`src/rtl/dmem_arbiter.sv`:
```
// Round-robin arbiter sharing one single-port data RAM between the CPU (port 0)
// and the debug/loader port (port 1), with bounded burst locking and read-return routing.
module dmem_arbiter #(
    parameter int ADDR_W    = 7,
    parameter int DATA_W    = 64,
    parameter int MAX_BURST = 4
) (
    input  logic              clk,
    input  logic              rst,
    input  logic              p0_req,
    input  logic              p0_we,
    input  logic              p0_lock,
    input  logic [ADDR_W-1:0] p0_addr,
    input  logic [DATA_W-1:0] p0_wdata,
    output logic              p0_gnt,
    output logic              p0_rvalid,
    output logic [DATA_W-1:0] p0_rdata,
    input  logic              p1_req,
    input  logic              p1_we,
    input  logic              p1_lock,
    input  logic [ADDR_W-1:0] p1_addr,
    input  logic [DATA_W-1:0] p1_wdata,
    output logic              p1_gnt,
    output logic              p1_rvalid,
    output logic [DATA_W-1:0] p1_rdata,
    output logic              mem_en,
    output logic              mem_we,
    output logic [ADDR_W-1:0] mem_addr,
    output logic [DATA_W-1:0] mem_wdata,
    input  logic [DATA_W-1:0] mem_rdata,
    output logic              busy
);
    localparam int               CNT_W   = $clog2(MAX_BURST + 1);
    localparam logic [CNT_W-1:0] CNT_ONE = CNT_W'(1);
    localparam logic [CNT_W-1:0] CNT_MAX = CNT_W'(MAX_BURST);

    typedef enum logic [1:0] {IDLE = 2'd0, OWN0 = 2'd1, OWN1 = 2'd2} state_t;

    state_t           state, state_nxt;
    logic             last_win, last_win_nxt;
    logic [CNT_W-1:0] cnt, cnt_nxt, cnt_inc;
    logic             rd_pend, rd_owner;
    logic             gnt0, gnt1, done, win, win_we, win_lock;

    // NOTE: non-blocking assignments so every register samples pre-edge values.
    always_ff @(posedge clk or negedge rst) begin
        if (!rst) begin
            state    <= IDLE;
            cnt      <= '0;
            last_win <= 1'b1;
            rd_pend  <= 1'b0;
            rd_owner <= 1'b0;
        end else begin
            state    <= state_nxt;
            cnt      <= cnt_nxt;
            last_win <= last_win_nxt;
            rd_pend  <= done & ~win_we;
            rd_owner <= win;
        end
    end

    // Grants are suppressed while reset is asserted so the RAM sees no access.
    always_comb begin
        // NOTE: every combinationally assigned signal gets a default first so no latch is inferred.
        gnt0 = 1'b0;
        gnt1 = 1'b0;
        if (rst) begin
            case (state)
                IDLE: begin
                    if (p0_req && (!p1_req || last_win)) gnt0 = 1'b1;
                    else if (p1_req)                     gnt1 = 1'b1;
                end
                OWN0:    gnt0 = p0_req;
                OWN1:    gnt1 = p1_req;
                default: ;
            endcase
        end
    end

    assign done     = gnt0 | gnt1;
    assign win      = gnt1;
    assign win_we   = gnt1 ? p1_we   : p0_we;
    assign win_lock = gnt1 ? p1_lock : p0_lock;

    // In OWNx a cycle without a beat means the owner dropped req and gives up the lock.
    always_comb begin
        state_nxt    = state;
        cnt_nxt      = cnt;
        last_win_nxt = done ? win : last_win;
        cnt_inc      = cnt + CNT_ONE;
        case (state)
            IDLE: begin
                if (done && win_lock && (CNT_ONE != CNT_MAX)) begin
                    state_nxt = win ? OWN1 : OWN0;
                    cnt_nxt   = CNT_ONE;
                end
            end
            OWN0, OWN1: begin
                if (!done || !win_lock || (cnt_inc == CNT_MAX)) begin
                    state_nxt = IDLE;
                    cnt_nxt   = '0;
                end else begin
                    cnt_nxt   = cnt_inc;
                end
            end
            default: begin
                state_nxt = IDLE;
                cnt_nxt   = '0;
            end
        endcase
    end

    always_comb begin
        p0_gnt    = gnt0;
        p1_gnt    = gnt1;
        mem_en    = done;
        mem_we    = done & win_we;
        mem_addr  = gnt1 ? p1_addr  : (gnt0 ? p0_addr  : '0);
        mem_wdata = gnt1 ? p1_wdata : (gnt0 ? p0_wdata : '0);
        p0_rvalid = rd_pend & ~rd_owner;
        p1_rvalid = rd_pend &  rd_owner;
        p0_rdata  = p0_rvalid ? mem_rdata : '0;
        p1_rdata  = p1_rvalid ? mem_rdata : '0;
        busy      = (state != IDLE) | rd_pend;
    end

endmodule

```
`config.mk`:
```
export PLATFORM = sky130hd
export DESIGN_NAME = dmem_arbiter
export DESIGN_NICKNAME = d
export VERILOG_FILES = /design/src/rtl/dmem_arbiter.sv
export SDC_FILE = /design/constraint.sdc
export NUM_CORES = 1
export LEC_CHECK = 0
export CAP_MARGIN = 20
export CORE_AREA = 2 2 164 166
export DETAILED_ROUTE_END_ITERATION = 16
export DIE_AREA = 0 0 166 168
export GPL_TIMING_DRIVEN = 0
export PLACE_DENSITY = 0.49
export SLEW_MARGIN = 20
export SYNTH_ARGS = -nofsm -noshare
export SYNTH_HDL_FRONTEND = slang
export SYNTH_SLANG_ARGS = --single-unit
```
`constraint.sdc`:
```
create_clock -name clk -period 2.2 [get_ports clk]
set_input_delay 0.44 -clock clk [delete_from_list [all_inputs] [get_ports clk]]
set_output_delay 0.44 -clock clk [all_outputs]
set_load 0.02 [all_outputs]
```
==> flow_metrics.tcl, run 1 <==
set metrics [dict create \
    timing.setup.tns_ps -22650 \
    tightest_slew_ps 294.9 \
    crit_chain "inv_2 -> ha_4 -> a21boi_4 -> o211ai_4 -> inv_4 -> buf_6 -> buf_16 -> buf_4 -> a22o_1 -> buf_6" \
    layout.nets 958 \
    overflow 0 \
    cp.buffers_inverters 6 \
    core_area_um2 26350 \
    drt-wirelength-per-cell_um 19.48 \
    antenna_found_initial 3 \
    layout_commonest_cell "clkdlybuf4s50_1" \
    hold_path.class "in -> async" \
    drt_iter0_markers 84 \
    gr-usage-all-layers_pct 13.90 \
    yosysWarnings 0 \
    crit_family "buffers and inverters" \
    clkSinkCount 8 \
    clk_latency_ps 230 \
    yosysSeqAreaShare_pct 9.377 \
    p_per_area_nw_per_um2 580.1 \
    slowest_delay_ps 360 \
    run_status "complete, but fails checks" \
    finalClockSkew_ps 0.9786 \
    start_kind "register" \
    dr_total_vias 4154 \
    dp_hpwl_um 17220 \
    viasPerCell 3.846 \
    hold_violations 0 \
    io_buffers 419 \
    floorplan.die.width_um 166 \
    htree_levels 1 \
    placed_cells 1051 \
    path_max_fanout 4 \
    stdcell_count 1080 \
    min_period_ps 2572 \
    relSlewSlack_pct 80.42 \
    synth_cells 291 \
    clock_path_buffers 2 \
    grt_max_degree 12 \
    drt_wl_total_um 21040 \
    final_cell_mix "222 x clkdlybuf4s50_1, 77 x dlygate4sd2_1, 65 x and2_1, 64 x and3_1, 63 x buf_6" \
    start_util_pct 8.153 \
    holdBufCountCts 0 \
    ir_drop_mv 0.2704 \
    r2r_cells 10 \
    ys_ff_latch 8 \
    maxSlewViolCount 0 \
    yosysUniqueCellTypes 34 \
    violations "setup timing" \
    drtPass1Iterations 4 \
    die_h_um 168 \
    antenna_left 0 \
    drive_gt1_share_pct 28.09 \
    fin_area_um2 7664 \
    ios 420 \
    critPathCaptureType "primary output" \
    static-leakage-power_nw 3.870 \
    root_buffer "clkbuf_16" \
    clock.fmax_ghz 0.3888 \
    clk_pin_slew_ps 40 \
    r2r_slack_ps 10 \
    syn_avg_cell_area_um2 7.383 \
    syn2layout_area_growth_pct 256.7 \
    cpMostUsedCell "buf_6" \
    syn_nets 511 \
    setup_viol 73 \
    synth_area_um2 2148 \
    setup.worst_path.class "reg -> out" \
    r2r_start "state[0]" \
    gp_congestion 0.7747 \
    drc 0 \
    grt_pass1_vias 4413 \
    fin_crit_sh_pct 116.9 \
    tritoncts "done" \
    die_area_um2 27890 \
    grt_pass1_wl_um 29360 \
    placed_cell_area_um2 7068 \
    grt_setup_unrepaired "true" \
    numCtsBuffers 3 \
    crit_required_ps 1760 \
    timing.final.ws_setup_ps -372.2 \
    regToRegEndpoint "cnt[0]" \
    maxCapViolCount 0 \
    cp.arrival_ps 2130 \
    fp-row-count 60 \
    cpMaxStageDelayCell "dfrtp_1" \
]
-- registers in the layout, indices dropped and copies added (netlist names) --
signal	count
rd_owner	1
rd_pend	1
cnt	3
state	2
last_win	1
-- how the worst max path moves through the flow --
stage / endpoint / slack, ps / startpoint / depth (start not counted)
6_report: mem_we / -370 / state[0] / 10
5_1_grt: mem_we / -450 / state[0] / 10
4_1_cts: mem_we / -370 / state[0] / 10
3_5_place_dp: mem_wdata[56] / -1360 / rst / 7
3_3_place_gp: mem_wdata[56] / -1380 / rst / 7
2_1_floorplan: mem_wdata[10] / -50 / state[0] / 8
-- worst register-to-register path, cell delays in order (launching register included) --
cell      delay [ps]
dfrtp_1          390
inv_2            120
ha_4             160
a21boi_4         190
o211ai_4         130
buf_4            170
buf_6            130
mux2i_4          190
buf_6            140
buf_4            130
a311o_1          330
-- synth_stat cells --
cell	count	share of area, %
nand2_1	4	0.70
and2_1	65	19
a22o_1	72	29
ha_1	6	3.5
buf_6	2	1.0
buf_2	14	3.3
o21ai_1	1	0.23
a21boi_0	1	0.35
inv_1	5	0.87
dfrtp_1	7	8.2
or3_1	1	0.29
a311o_1	2	0.93
and3_1	64	19
buf_1	1	0.17
nand2b_1	2	0.58
mux2i_2	1	0.64
dfstp_2	1	1.2
clkbuf_1	21	3.7
nand3_1	1	0.23
nand4_1	2	0.58
o31ai_1	2	0.70
xnor2_1	1	0.41
nor2_2	1	0.29
a31o_2	2	0.82
nor4_1	1	0.29
o21ai_0	2	0.47
nor2b_1	1	0.29
nor2_1	1	0.17
o211a_1	1	0.47
nor3b_1	1	0.35
o21ai_2	1	0.41
o211a_2	1	0.47
o211ai_2	1	0.58
nor4bb_1	2	0.93
-- metal layers --
metal	wire length, um	vias to the layer above	part of all wire (%)	track usage [%]
met5	13	-	0.062	0
met4	363	2	1.7	3.138
met3	1744	19	8.3	3.597
met2	10620	282	50	25.73
met1	8296	1863	39	16.00
li1	-	1988	-	-
-- final cells by class --
type	count	area, um2
clock buffers	4	78.83
repair buffers	443	4394
flip-flops and latches	8	202.7
fillers	2882	18690
well taps	341	426.7
inverters	5	21.27
diodes	2	5.005
plain buffers	37	420.4
multi-input cells	240	2115
-- through the flow --
stage / hold WS, ps / setup WS [ps] / total power (W) / util, %
after floorplan: 144.4 / -53.27 / 0.001951 / -
after global placement: 466.1 / -1375 / 0.003687 / 26.82
after detailed placement: 461.7 / -1365 / 0.003658 / 26.82
after CTS: 180.7 / -365.7 / 0.004383 / 28.60
after global routing: 198.0 / -445.7 / 0.004712 / 29.08
final: 175.7 / -372.2 / 0.004446 / 29.08
-- cell families (layout without fill, tap and decap cells) --
kind of cell	Yosys count	after routing	synth area share, %
xor gates and xnor gates	1	1	0.4078
DFF	8	8	9.377
other	0	2	0
buffers and inverters	43	489	9.028
and+or+nand+nor	146	146	42.28
muxes	1	1	0.6405
AOI/OAI and AO/OA	86	86	34.77
adders and majority gates	6	6	3.494
-- power breakdown --
group | switching [W] | internal [W]
combinational | 0.00186 | 0.00203
sequential | 0.0000459 | 0.000198
clock | 0.0000721 | 0.000241
total | 0.00198 | 0.00247
-- repair_timing --
| item | in CTS | in global routing |
|---|---|---|
| pin swaps | 5 | 11 |
| gates resized for setup | 659 | 59 |
| setup buffers | 14 | 4 |
| setup endpoints to repair | 209 | 131 |
| cloned | 4 | 2 |
Note: power is estimated with default switching activity, not from simulation.
==> run 2: changes to the inputs <==
--- a/config.mk
+++ b/config.mk
@@ -9,6 +9,7 @@
 export CORE_AREA = 2 2 164 166
 export DETAILED_ROUTE_END_ITERATION = 16
 export DIE_AREA = 0 0 166 168
+export GPL_ROUTABILITY_DRIVEN = 1
 export GPL_TIMING_DRIVEN = 0
 export PLACE_DENSITY = 0.49
 export SLEW_MARGIN = 20
==> results of run 2 <==
The final DEF is identical to that of run 1; final timing and power are the same.
